File: src/rtl/alu_arbiter_pkg.sv
// Shared definitions for the two-requester ALU arbiter and its bench:
// opcodes, FSM encoding, default latencies and the latency-select helper.
package alu_arbiter_pkg;

  localparam logic [3:0] OP_XOR = 4'd1;
  localparam logic [3:0] OP_AND = 4'd2;
  localparam logic [3:0] OP_OR  = 4'd3;
  localparam logic [3:0] OP_ADD = 4'd4;
  localparam logic [3:0] OP_SUB = 4'd5;
  localparam logic [3:0] OP_SHR = 4'd6;
  localparam logic [3:0] OP_SHL = 4'd7;
  localparam logic [3:0] OP_MUL = 4'd8;

  localparam int LAT_ALU_DEF = 1;
  localparam int LAT_MUL_DEF = 17;

  typedef enum logic [1:0] {
    ST_IDLE  = 2'd0,
    ST_ISSUE = 2'd1,
    ST_WAIT  = 2'd2,
    ST_RESP  = 2'd3
  } state_e;

  typedef struct packed {
    logic [31:0] a;
    logic [31:0] b;
    logic [3:0]  sel;
  } op_t;

  // Wait-counter preload: multiply uses its own latency, everything else
  // (including illegal opcodes) is timed like a plain ALU op.
  function automatic logic [7:0] op_latency(input logic [3:0] sel,
                                            input int lat_alu,
                                            input int lat_mul);
    if (sel == OP_MUL) return 8'(lat_mul - 1);
    else               return 8'(lat_alu - 1);
  endfunction

endpackage

File: src/rtl/alu_arbiter_rr_arb2.sv
// Two-way round-robin grant. Grant is combinational from valid and only
// offered while en is high; the pointer remembers who was granted last.
module rr_arb2 (
  input  logic       clk,
  input  logic       rst_n,
  input  logic [1:0] valid,
  input  logic       en,
  output logic [1:0] grant
);

  // last = 1 means requester 1 was granted most recently
  logic last;

  // Pick the single valid requester, or on a tie the one not served last
  always_comb begin
    grant = 2'b00;
    if (en) begin
      if (valid == 2'b11) grant = last ? 2'b01 : 2'b10;
      else                grant = valid;
    end
  end

  // Pointer follows every accepted grant; reset favours requester 0 first
  always_ff @(posedge clk or negedge rst_n) begin
    if (!rst_n)      last <= 1'b1;
    else if (|grant) last <= grant[1];
  end

endmodule

File: src/rtl/alu_arbiter.sv
// Shares one external ALU between two requesters. One operation is in
// flight at a time: accept -> issue -> wait for latency -> hold response.
module alu_arbiter
  import alu_arbiter_pkg::*;
#(
  parameter int LAT_ALU = LAT_ALU_DEF,
  parameter int LAT_MUL = LAT_MUL_DEF
) (
  input  logic        clk,
  input  logic        rst_n,
  input  logic        req0_valid,
  output logic        req0_ready,
  input  logic [31:0] req0_a,
  input  logic [31:0] req0_b,
  input  logic [3:0]  req0_sel,
  input  logic        req1_valid,
  output logic        req1_ready,
  input  logic [31:0] req1_a,
  input  logic [31:0] req1_b,
  input  logic [3:0]  req1_sel,
  output logic        rsp0_valid,
  input  logic        rsp0_ready,
  output logic [31:0] rsp0_data,
  output logic        rsp1_valid,
  input  logic        rsp1_ready,
  output logic [31:0] rsp1_data,
  output logic [31:0] alu_a,
  output logic [31:0] alu_b,
  output logic [3:0]  alu_sel,
  input  logic [31:0] alu_out
);

  state_e      state;
  op_t         op_q;
  logic        owner_q;
  logic [7:0]  cnt;
  logic [31:0] result_q;

  logic [1:0]  grant;
  logic        idle;
  logic        in_resp;
  logic        rsp_fire;
  op_t         op_in;

  assign idle    = (state == ST_IDLE);
  assign in_resp = (state == ST_RESP);

  // Readies are offered only in IDLE and never while reset is asserted,
  // since IDLE is also the state held during reset
  rr_arb2 u_arb (
    .clk   (clk),
    .rst_n (rst_n),
    .valid ({req1_valid, req0_valid}),
    .en    (idle & rst_n),
    .grant (grant)
  );

  assign req0_ready = grant[0];
  assign req1_ready = grant[1];

  // Capture whichever requester won this cycle
  always_comb begin
    op_in = '{a: req0_a, b: req0_b, sel: req0_sel};
    if (grant[1]) op_in = '{a: req1_a, b: req1_b, sel: req1_sel};
  end

  // ALU sees zero when idle, otherwise the captured operation held steady
  assign alu_a   = idle ? '0 : op_q.a;
  assign alu_b   = idle ? '0 : op_q.b;
  assign alu_sel = idle ? '0 : op_q.sel;

  // Only the owner sees a response; the other side reads valid 0, data 0
  assign rsp0_valid = in_resp & ~owner_q;
  assign rsp1_valid = in_resp &  owner_q;
  assign rsp0_data  = rsp0_valid ? result_q : '0;
  assign rsp1_data  = rsp1_valid ? result_q : '0;
  assign rsp_fire   = owner_q ? rsp1_ready : rsp0_ready;

  // Operation sequencer: accept, issue, count down latency, hold result
  always_ff @(posedge clk or negedge rst_n) begin
    if (!rst_n) begin
      state    <= ST_IDLE;
      op_q     <= '0;
      owner_q  <= 1'b0;
      cnt      <= '0;
      result_q <= '0;
    end else begin
      unique case (state)
        ST_IDLE: begin
          if (|grant) begin
            op_q    <= op_in;
            owner_q <= grant[1];
            state   <= ST_ISSUE;
          end
        end
        ST_ISSUE: begin
          cnt   <= op_latency(op_q.sel, LAT_ALU, LAT_MUL);
          state <= ST_WAIT;
        end
        ST_WAIT: begin
          if (cnt == 8'd0) begin
            result_q <= alu_out;
            state    <= ST_RESP;
          end else begin
            cnt <= cnt - 8'd1;
          end
        end
        ST_RESP: begin
          if (rsp_fire) state <= ST_IDLE;
        end
        default: state <= ST_IDLE;
      endcase
    end
  end

endmodule

File: config.mk
export PLATFORM = sky130hd
export DESIGN_NAME = alu_arbiter
export DESIGN_NICKNAME = d
export VERILOG_FILES = /design/src/rtl/alu_arbiter_pkg.sv /design/src/rtl/alu_arbiter_rr_arb2.sv /design/src/rtl/alu_arbiter.sv
export SDC_FILE = /design/constraint.sdc
export NUM_CORES = 1
export LEC_CHECK = 0
export CELL_PAD_IN_SITES_DETAIL_PLACEMENT = 2
export CELL_PAD_IN_SITES_GLOBAL_PLACEMENT = 2
export CORE_MARGIN = 2
export CORE_UTILIZATION = 23
export CTS_CLUSTER_SIZE = 40
export DETAILED_ROUTE_END_ITERATION = 16
export PLACE_DENSITY_LB_ADDON = 0.1
export SETUP_SLACK_MARGIN = 0.4
export SLEW_MARGIN = 20
export SYNTH_ARGS = -nofsm -noshare
export SYNTH_HDL_FRONTEND = slang
export SYNTH_SLANG_ARGS = --single-unit
File: constraint.sdc
create_clock -name clk -period 2.12 [get_ports clk]
set_clock_uncertainty 0.05 [all_clocks]
set_input_delay 0.212 -clock clk [delete_from_list [all_inputs] [get_ports clk]]
set_output_delay 0.212 -clock clk [all_outputs]
set_load 0.05 [all_outputs]
## Word level (Yosys, flattened, before mapping)

Cells that the tools add are included.
Widths: inputs -> output; s select.

- Bits in registers: 112
- Output and inout bits: 136
- Logic and storage cells: 47

- $add $sub $neg: 1
- Equal/unequal tests: 9
- Multiplexer cells: 17
- Bitwise gates (word level): 4
- Reductions and logical operators: 8

Operator list:

| kind | number |
|---|---|
| $mux 32 | 4 |
| $mux 68 | 1 |
| $pmux 8 s2 | 1 |
| $mux 2 | 6 |
| $logic_not 8->1 | 1 |
| $mux 8 | 1 |
| $pmux 2 s4 | 1 |
| $sub 8x1->8 const B | 1 |
| $eq 2x2->1 const B | 3 |
| $reduce_and 2->1 | 3 |
| $mux 5 | 1 |
| $eq 4x4->1 const B | 1 |
| $mux 4 | 1 |
| $ne 2x1->1 const B | 2 |
| $ne 2x2->1 const B | 2 |
| $and 1x1->1 | 3 |
| $reduce_and 3->1 | 1 |
| $eq 2x1->1 const B | 1 |
| $logic_not 2->1 | 1 |
| $reduce_bool 2->1 | 1 |
| $reduce_or 2->1 | 1 |
| $mux 1 | 1 |
| $not 1->1 | 1 |

## Longest topological paths before layout

Gate-level depths: netlist (run 1).

- Depth after elaboration: 6
- Gate-level depth with buffers: 9
- Mapped depth without buffers: 6

## By module

A second synthesis (run 1) with hierarchy kept.

- Cell total of the unflattened synthesis: 594
- Area total of the unflattened synthesis: 5928.2 sq um

By module, submodules not included:

| module | times used | cells an instance | area each (sq um) | seq. area each (sq um) |
|---|---|---|---|---|
| alu_arbiter | 1 | 586 | 5865.6 | 2777.7 |
| rr_arb2 | 1 | 8 | 62.6 | 26.3 |

## Least setup slack after synthesis (run 1)

Ideal clock, no wire load.

- Kind: register to output
- Start: register state[1]
- End: output port rsp0_data[22]
- Data arrival time: 1.986 ns
- Data required time: 1.858 ns
- Path slack: -0.128 ns
- Cell stages (with the launch flop): 5
- Buffers on the path: 1
- Path through: dfrtp_1 ha_1 nor2b_1 clkbuf_1 and2_1

- Longest elaborated chain between the ends: 3

Ends and longest elaborated chain:

| element | line | source |
|---|---|---|
| start: declaration | alu_arbiter.sv:33 | `state_e state;` |
| start signal: assignment | alu_arbiter.sv:82 | `state <= ST_IDLE;` |
| start signal: assignment | alu_arbiter.sv:93 | `state <= ST_ISSUE;` |
| start signal: assignment | alu_arbiter.sv:98 | `state <= ST_WAIT;` |
| $eq 2x2->1 | alu_arbiter.sv:46 | `assign in_resp = (state == ST_RESP);` |
| $and 1x1->1 | alu_arbiter.sv:73 | `assign rsp0_valid = in_resp & ~owner_q;` |
| net rsp0_valid | alu_arbiter.sv:21 | `output logic rsp0_valid,` |
| $mux 32 | alu_arbiter.sv:75 | `assign rsp0_data = rsp0_valid ? result_q : '0;` |
| end: declaration | alu_arbiter.sv:23 | `output logic [31:0] rsp0_data,` |

The timed path passes the listed nets, and every way through them passes these cells.

## Worst setup path after layout (run 1)

- Start: register state[1]
- End: register op_q[24] in the netlist's numbering

- Longest elaborated chain between the ends: 5
- Elaborated cells between the ends (all ways): 6
- Those cells by class: mux: 2; bitwise: 1; reduce/logical: 3

Ends and longest elaborated chain:

| element | line | source |
|---|---|---|
| $logic_not 2->1 * | alu_arbiter.sv:45, alu_arbiter.sv:88 |  |
| $and 1x1->1 | alu_arbiter.sv:54 | `.en (idle & rst_n),` |
| $mux 2 | alu_arbiter_rr_arb2.sv:17 | `if (en) begin` |
| $reduce_or 2->1 | alu_arbiter.sv:90 | `if (\|grant) begin` |
| $reduce_and 2->1 (no source line) | - |  |
| end signal: assignment | alu_arbiter.sv:91 | `op_q <= op_in;` |
| end: declaration | alu_arbiter.sv:34 | `op_t op_q;` |

Mark *: on every way between the ends. The rest lies on a longest branch, timed or not.
A chain may end at the register's enable or synchronous reset.

==> summary.txt, run 1 <==
Status
  • Failing checks: negative hold slack, negative setup slack
  • Result of the run: complete, but fails checks

STA
  • Max Slew Vio Count: 0
  • Tmin final: 2.15 ns
  • Final period util: 101%
  • Achievable frequency: 466 MHz
  • Smallest setup slack after layout: -0.0251 ns
  • Final worst hold slack: -0.0232 ns
  • Setup-failing EPs final: 1
  • Hold Fails Final Rpt: 8
  • Worst slew slack as a fraction of its limit: 57.4%
  • Unrepaired setup endpoints after global routing: true
  • Worst Max-Slew Pin Slew: 0.639 ns

Run
  • Maximum capacitance violations: 0

Floorplanning
  • Die outline width: 165 um
  • Number of ports placed on the die boundary: 310
  • Die Area: 27100 um2
  • Std-Cell Core Area: 25300 um2
  • Starting utilization of the core area: 23.5%
  • Overall die height: 165 um
  • Row count: 58

Power
  • Internal: 10300 uW
  • Peak supply drop: 645 uV
  • Sequential share of power: 20.7%
  • Power share of the combinational group: 70.5%
  • Leak Pwr: 0.00563 uW
  • Share of total power in the clock network: 8.9%
  • Switching share of power: 46.8%
  • Net switching power: 9050 uW
  • PwrDens: 1550 nW/um2

Worst setup path
  • Kind of start point of the critical path: flip-flop
  • Worst R2R Setup Slack: -0.03 ns
  • Critical Path Start: state[1]
  • Capture point of the critical path: op_q[24]
  • Req. time, crit path: 2.30 ns
  • Launch point of the worst reg-to-reg path: state[1]
  • Classification of the worst setup path: reg2reg
  • Critical R2R Capture: op_q[24]
  • Critical path peak fanout: 12
  • Capturing element type of the critical path: flip-flop
  • R2R depth: 9
  • Data arrival time of the critical path: 2.33 ns

Clock tree
  • Clock Root Buffer: clkbuf_16
  • H-tree Lvls: 3
  • Maximum clock insertion buffer count: 2
  • CTS sink cnt: 112
  • Clk Latency, worst-skew pair: 0.35 ns
  • CTS tree: built
  • CTS Buf Count: 9
  • Clock-pin slew of the registers on the worst-case setup and hold paths: 0.08 ns

Routing
  • Wire length after detailed routing: 29.9 mm
  • Count of vias placed by the detailed router: 5954
  • Count of unresolved DRC violations after routing: 0
  • Wire length per cell after detailed routing: 23.3 um
  • Average vias per placed instance: 4.64
  • Antenna-violating nets left: 0
  • Number of search-and-repair iterations in the first detailed-routing pass: 4
  • Starting DRC count in detailed routing: 152

Cells and area
  • Layout area overhead: 110%
  • Count of fill cells added during filler insertion: 2456
  • Register area: 2810 um2
  • Post-layout nets: 1124
  • Non-filler instance count after layout: 1282
  • Share of post-route cells with drive strength above 1: 45.0%
  • Multi-input logic area: 3780 um2

Yosys
  • Count of distinct cell types in the synthesized netlist: 37
  • Post-synth net total: 773
  • Sequential share of the synthesized area: 47.2%
  • Cell types occupying the most area after synthesis: dfrtp_1 (47%), mux2i_1 (12%), nor2b_1 (7.4%)
  • Cell area after synthesis: 5940 um2
  • Synthesized area divided by synthesized cell count: 10.0 um2
  • #FFs+latches synth: 112
  • Count of warnings emitted by yosys: 0
  • Biggest area consumer among synthesized cells: dfrtp_1
  • Synthesized netlist cell count: 593
  • Top-area cell type share of the netlist area: 46.7%

GRT
  • Initial antenna violation count: 4
  • Wire length of the first global-routing pass: 38.6 mm
  • Via count of the first global-routing pass: 6527
  • Overall routing resource usage: 18.8%
  • Grt total ovfl: 0
  • Pin count of the biggest net entering global routing: 112

Placed design
  • DP Cell Count: 1206
  • Detailed placement HPWL: 18.3 mm
  • Last weighted congestion value of the routability-driven placer: 0.756
  • Total of buffers placed on input and output ports: 309

Worst hold path
  • Type of the most critical hold path: in2async
-- area by class of cell --
| type | count | area share [%] |
|---|---|---|
| clock inverters | 6 | 0.401 |
| clock buffers | 10 | 1.83 |
| repair buffers | 385 | 41.3 |
| inverters | 7 | 0.261 |
| flip-flops and latches | 112 | 22.5 |
| multi-input cells | 429 | 30.3 |
| diodes | 3 | 0.0602 |
| well taps | 330 | 3.31 |
-- how the worst min path moves through the flow --
stage | end | slack, ns | depth (start not counted)
after floorplan | cnt[0] | -0.13 | 0
after global placement | u_arb.last | 0.16 | 1
after detailed placement | u_arb.last | 0.17 | 1
after CTS | op_q[0] | 0.01 | 2
after global routing | op_q[26] | 0.02 | 2
final | state[1] | -0.02 | 2
-- layer usage --
layer / vias to the layer above / track usage (%) / share of wire, %
li1: 2724 / - / -
met1: 2977 / 21.8 / 37
met2: 213 / 34.3 / 54
met3: 38 / 5.27 / 6.7
met4: 2 / 4.58 / 2.1
met5: - / 0 / 0.040
-- metrics by stage --
stage | area (um2) | worst slack [ns] | TNS [ns] | utilization [%] | power, uW
floorplan | 6020 | 0.191 | 0 | - | 9720
finish | 12500 | -0.0251 | -0.0251 | 49.4 | 19300
detailed placement | 10000 | 0.0720 | 0 | 39.8 | 13700
CTS | 11200 | 0.0927 | 0 | 44.3 | 17300
global placement | 10000 | 0.205 | 0 | 39.8 | 13400
global route | 12500 | -0.119 | -0.201 | 49.4 | 20300
-- cells in the final DEF (no fill, tap or decap), types with 11 or more instances in the layout --
master	netlist	routed
clkdlybuf4s50_1	0	172
nor2b_4	0	49
mux2_2	24	24
clkbuf_16	0	21
nand2_1	79	78
o21ai_0	70	12
and2_4	0	20
buf_4	0	21
mux2i_2	0	11
o21ai_1	0	58
nor2b_2	0	20
buf_8	0	31
buf_12	0	77
and3_4	0	31
dfrtp_1	111	108
mux2i_1	72	53
buf_6	0	61
-- cells in the mapped netlist --
master / number
o22ai_1: 1
mux2i_1: 72
nor2_1: 4
nand4b_1: 1
a22oi_1: 1
o21ai_0: 70
nand4_1: 2
dfstp_2: 1
clkbuf_1: 28
inv_1: 7
dfrtp_1: 111
or3b_2: 1
mux2_4: 1
nor3_1: 1
o31ai_1: 1
o211ai_1: 1
mux2_2: 24
ha_1: 6
a31oi_1: 2
a21boi_0: 1
a21oi_1: 5
nor4_4: 1
nor3b_1: 1
clkbuf_8: 3
mux2_1: 8
nor4_1: 1
nand2b_1: 2
buf_2: 14
nor2b_1: 70
nand3_2: 2
nand3b_1: 1
and2_1: 33
nand3_1: 3
and3_1: 32
nand2_1: 79
or4_4: 1
o21ai_2: 1
-- cells by family (layout without fill, tap and decap cells) --
logic type	after synthesis	count (layout)	share of synthesized area (%)
AO/OA/AOI/OAI	83	83	7.28
adder cells (fa/ha/maj)	6	6	1.26
buffers and inverters	52	408	4.08
flip-flops	112	112	47.2
multiplexers	105	105	18.4
other	0	3	0
AND/OR/NAND/NOR	235	235	21.7
-- power groups by stage --
| stage | clock (uW) | combinational (uW) | sequential (uW) |
|---|---|---|---|
| CTS | 1760 | 11600 | 3900 |
| finish | 1710 | 13600 | 4000 |
| global placement | 0 | 9540 | 3820 |
| detailed placement | 0 | 9760 | 3910 |
| floorplan | 0 | 6120 | 3600 |
| global route | 1840 | 14300 | 4150 |
-- what timing repair did --
item / in CTS / in global routing
buffers inserted: 12 / 22
pin swaps: 1 / 16
endpoints found under the setup margin: 238 / 248
hold buffers: 1 / 0
hold endpoints to repair: 1 / 0
cloned: 6 / 16
gates resized for setup: 182 / 231
-- critical path, cell delays in order, from the launching register on --
cell	delay, ns
dfrtp_2	0.46
inv_2	0.11
ha_4	0.20
nand4_1	0.20
buf_12	0.21
buf_16	0.15
buf_12	0.13
buf_16	0.15
mux2i_1	0.22
o21ai_0	0.13
-- flip-flops by register name, indices dropped and copies added (netlist names) --
| signal | cells |
|---|---|
| cnt | 8 |
| owner_q | 1 |
| u_arb.last | 1 |
| result_q | 32 |
| op_q | 68 |
| state | 2 |
(Power assumes the default switching activity.)
==> run 2: changes to the inputs <==
==> constraint.sdc (replaced) <==
create_clock -name clk -period 2.1 [get_ports clk]
set_clock_uncertainty 0.05 [all_clocks]
set_input_delay 0.21 -clock clk [delete_from_list [all_inputs] [get_ports clk]]
set_output_delay 0.21 -clock clk [all_outputs]
set_load 0.05 [all_outputs]
==> run 2 against run 1 <==
  * Flip-flop and latch count stayed put
  * The flow now finishes without violations
  * Critical endpoint is now req1_ready
  * Worst setup slack better by 0.10 ns
  * Largest cell class unchanged
  * Die area unchanged
  * Worst hold slack gained 0.25 ns
==> summary.txt, run 2 (synthesis gave the netlist of run 1 again) <==
GRT
  • Overall routing resource usage: 18.2% (was 18.8%)
  • Wire length of the first global-routing pass: 37.7 mm (was 38.6 mm)
  • Via count of the first global-routing pass: 6487 (was 6527)
  • Pin count of the biggest net entering global routing: 110 (was 112)
  • Grt total ovfl: 0 (unchanged)
  • Initial antenna violation count: 3 (was 4)

Worst setup path
  • Critical Path Start: state[1] (unchanged)
  • Combined buffer and inverter count along the critical path: 4 (was 5)
  • Critical path peak fanout: 11 (was 12)
  • CP max stage delay: 0.45 ns (was 0.46 ns)
  • Data arrival time of the critical path: 1.76 ns (was 2.33 ns)
  • Family with the most delay on the worst path: buffers and inverters (unchanged)
  • Classification of the worst setup path: reg2out (was reg2reg)
  • Launch point of the worst reg-to-reg path: state[1] (unchanged)
  • Capturing element type of the critical path: primary output (was flip-flop)
  • Req. time, crit path: 1.84 ns (was 2.30 ns)
  • Kind of start point of the critical path: flip-flop (unchanged)
  • Chain of cells forming the critical path: inv_2 -> ha_4 -> nand4_1 -> buf_12 -> clkinvlp_4 -> buf_12 (was inv_2 -> ha_4 -> nand4_1 -> buf_12 -> buf_16 -> buf_12 -> buf_16 -> mux2i_1 -> o21ai_0)
  • Crit path max-delay cell type: dfrtp_2 (unchanged)
  • Top cell by count, worst path: buf_12

Routing
  • Average vias per placed instance: 4.58 (was 4.64)
  • Starting DRC count in detailed routing: 200 (was 152)
  • Count of vias placed by the detailed router: 5885 (was 5954)
  • Wire length after detailed routing: 28.8 mm (was 29.9 mm)
  • Count of unresolved DRC violations after routing: 0 (unchanged)
  • Antenna-violating nets left: 0 (unchanged)
  • Number of search-and-repair iterations in the first detailed-routing pass: 4 (unchanged)
  • Wire length per cell after detailed routing: 22.4 um (was 23.3 um)

Placed design
  • Detailed placement HPWL: 18.6 mm (was 18.3 mm)
  • Placed instance area: 10100 um2 (was 10000 um2)
  • Last weighted congestion value of the routability-driven placer: 0.762 (was 0.756)
  • Total of buffers placed on input and output ports: 309 (unchanged)

Cells and area
  • Layout area overhead: 100% (was 110%)
  • Most common cell after layout, fill and taps aside: clkdlybuf4s50_1 (unchanged)
  • Multi-input logic area: 3460 um2 (was 3780 um2)
  • Count of inserted antenna diode cells: 0 (was 3)
  • Register area: 2810 um2 (about the same)
  • Post-layout nets: 1129 (was 1124)
  • Share of post-route cells with drive strength above 1: 39.9% (was 45.0%)
  • Commonest non-fill, non-tap cells in the layout: clkdlybuf4s50_1 (172), dfrtp_1 (107), buf_4 (91) (was clkdlybuf4s50_1 (172), dfrtp_1 (108), nand2_1 (78))
  • Count of fill cells added during filler insertion: 2504 (was 2456)
  • Registers with the most flip-flops: op_q: 68 flops, result_q: 32 flops, cnt: 8 flops (unchanged)
  • Number of flip-flops under the largest register name: 68 (unchanged)
  • Largest reg by FF count: op_q (unchanged)
  • Final design area excluding fillers: 11900 um2 (was 12500 um2)

STA
  • Final period util: 96.3%
  • Worst slew slack as a fraction of its limit: 58.8% (was 57.4%)
  • Setup-failing EPs final: 0 (was 1)
  • Achievable frequency: 494 MHz
  • Unrepaired setup endpoints after global routing: true (unchanged)
  • Tmin final: 2.02 ns
  • Hold Fails Final Rpt: 0 (was 8)
  • Worst Max-Slew Pin Slew: 0.618 ns (was 0.639 ns)
  • Final TNS setup: 0 ns (was -0.0251 ns)
  • Max Slew Vio Count: 0 (unchanged)

Clock tree
  • Maximum clock insertion buffer count: 2 (unchanged)
  • CTS tree: built (unchanged)
  • H-tree Lvls: 3 (unchanged)
  • CTS Buf Count: 9 (unchanged)
  • CTS sink cnt: 112 (unchanged)
  • Clk Latency, worst-skew pair: 0.35 ns (about the same)
  • Clock-pin slew of the registers on the worst-case setup and hold paths: 0.08 ns (about the same)
  • Clock Root Buffer: clkbuf_16 (unchanged)

Status
  • Result of the run: finished, final reports clean (was complete, but fails checks)

Floorplanning
  • Die outline width: 165 um (unchanged)
  • Starting utilization of the core area: 23.5% (unchanged)
  • Number of ports placed on the die boundary: 310 (unchanged)
  • Die Area: 27100 um2 (unchanged)
  • Overall die height: 165 um (unchanged)
  • Std-Cell Core Area: 25300 um2 (unchanged)
  • Row count: 58 (unchanged)

Worst hold path
  • Type of the most critical hold path: in2async (unchanged)

Run
  • Maximum capacitance violations: 0 (unchanged)

Power
  • Peak supply drop: 648 uV (was 645 uV)
  • PwrDens: 1520 nW/um2 (was 1550 nW/um2)
  • Leak Pwr: 0.00546 uW (was 0.00563 uW)
==> run 2: metal layers <==
layer  wire (um)  global-route usage [%]  up-vias
met5          23                       0        -
met4         375                    4.94        4
met3        1620                    4.70       21
met2       15700                    34.1      172
met1       11000                    20.3     2961
li1            -                       -     2727
==> run 2: cell type report <==
cell class | count | share of cell area, %
Multi-Input combinational cell | 429 | 29.1
Clock buffer | 10 | 2.01
Clock inverter | 6 | 0.768
Timing Repair Buffer | 390 | 40.8
Sequential cell | 112 | 23.6
Inverter | 7 | 0.252
Tap cell | 330 | 3.47
==> run 2: repair_timing <==
action | 4_1_cts | 5_1_grt
setup endpoints to repair | 243 | 247
pin swaps | 13 | 11
hold endpoints to repair | 3 | 0
buffers inserted | 8 | 24
gates resized for setup | 47 | 182
hold buffers | 2 | 0
cloned | 4 | 19
==> run 2: final timing paths <==
kind,to,slack [ns],cells past startpoint
worst max-delay path,req1_ready,0.08,6
min in group clk,result_q[15],0.41,2
worst min register to register,op_q[25],0.42,2
worst min-delay path,op_q[56],0.23,2
worst max register to register,op_q[58],0.13,8
max in group asynchronous,cnt[4],0.98,3
==> run 2: power by group <==
part | switching [uW] | internal, uW | total (uW)
sequential | 770 | 3190 | 3960
clock | 868 | 1090 | 1960
combinational | 6830 | 5340 | 12200
total | 8460 | 9620 | 18100
==> run 2: worst register-to-register path: stages, from the launching register on <==
cell	delay (ns)
dfrtp_2	0.45
inv_2	0.10
ha_4	0.21
nand4_1	0.21
buf_6	0.21
buf_12	0.14
clkbuf_16	0.18
mux2i_2	0.19
o21ai_1	0.10
==> run 2: through the flow <==
step	worst slack [ns]	cells	total power (uW)	hold WS (ns)	utilization (%)
global placement	0.208	1211	13500	-0.0131	40.0
global route	0.0129	1284	19000	0.237	47.1
floorplan	0.181	593	9820	-0.136	-
CTS	0.106	1241	16400	0.196	42.6
detailed placement	0.0882	1211	13900	-0.0124	40.0
finish	0.0770	1284	18100	0.228	47.1
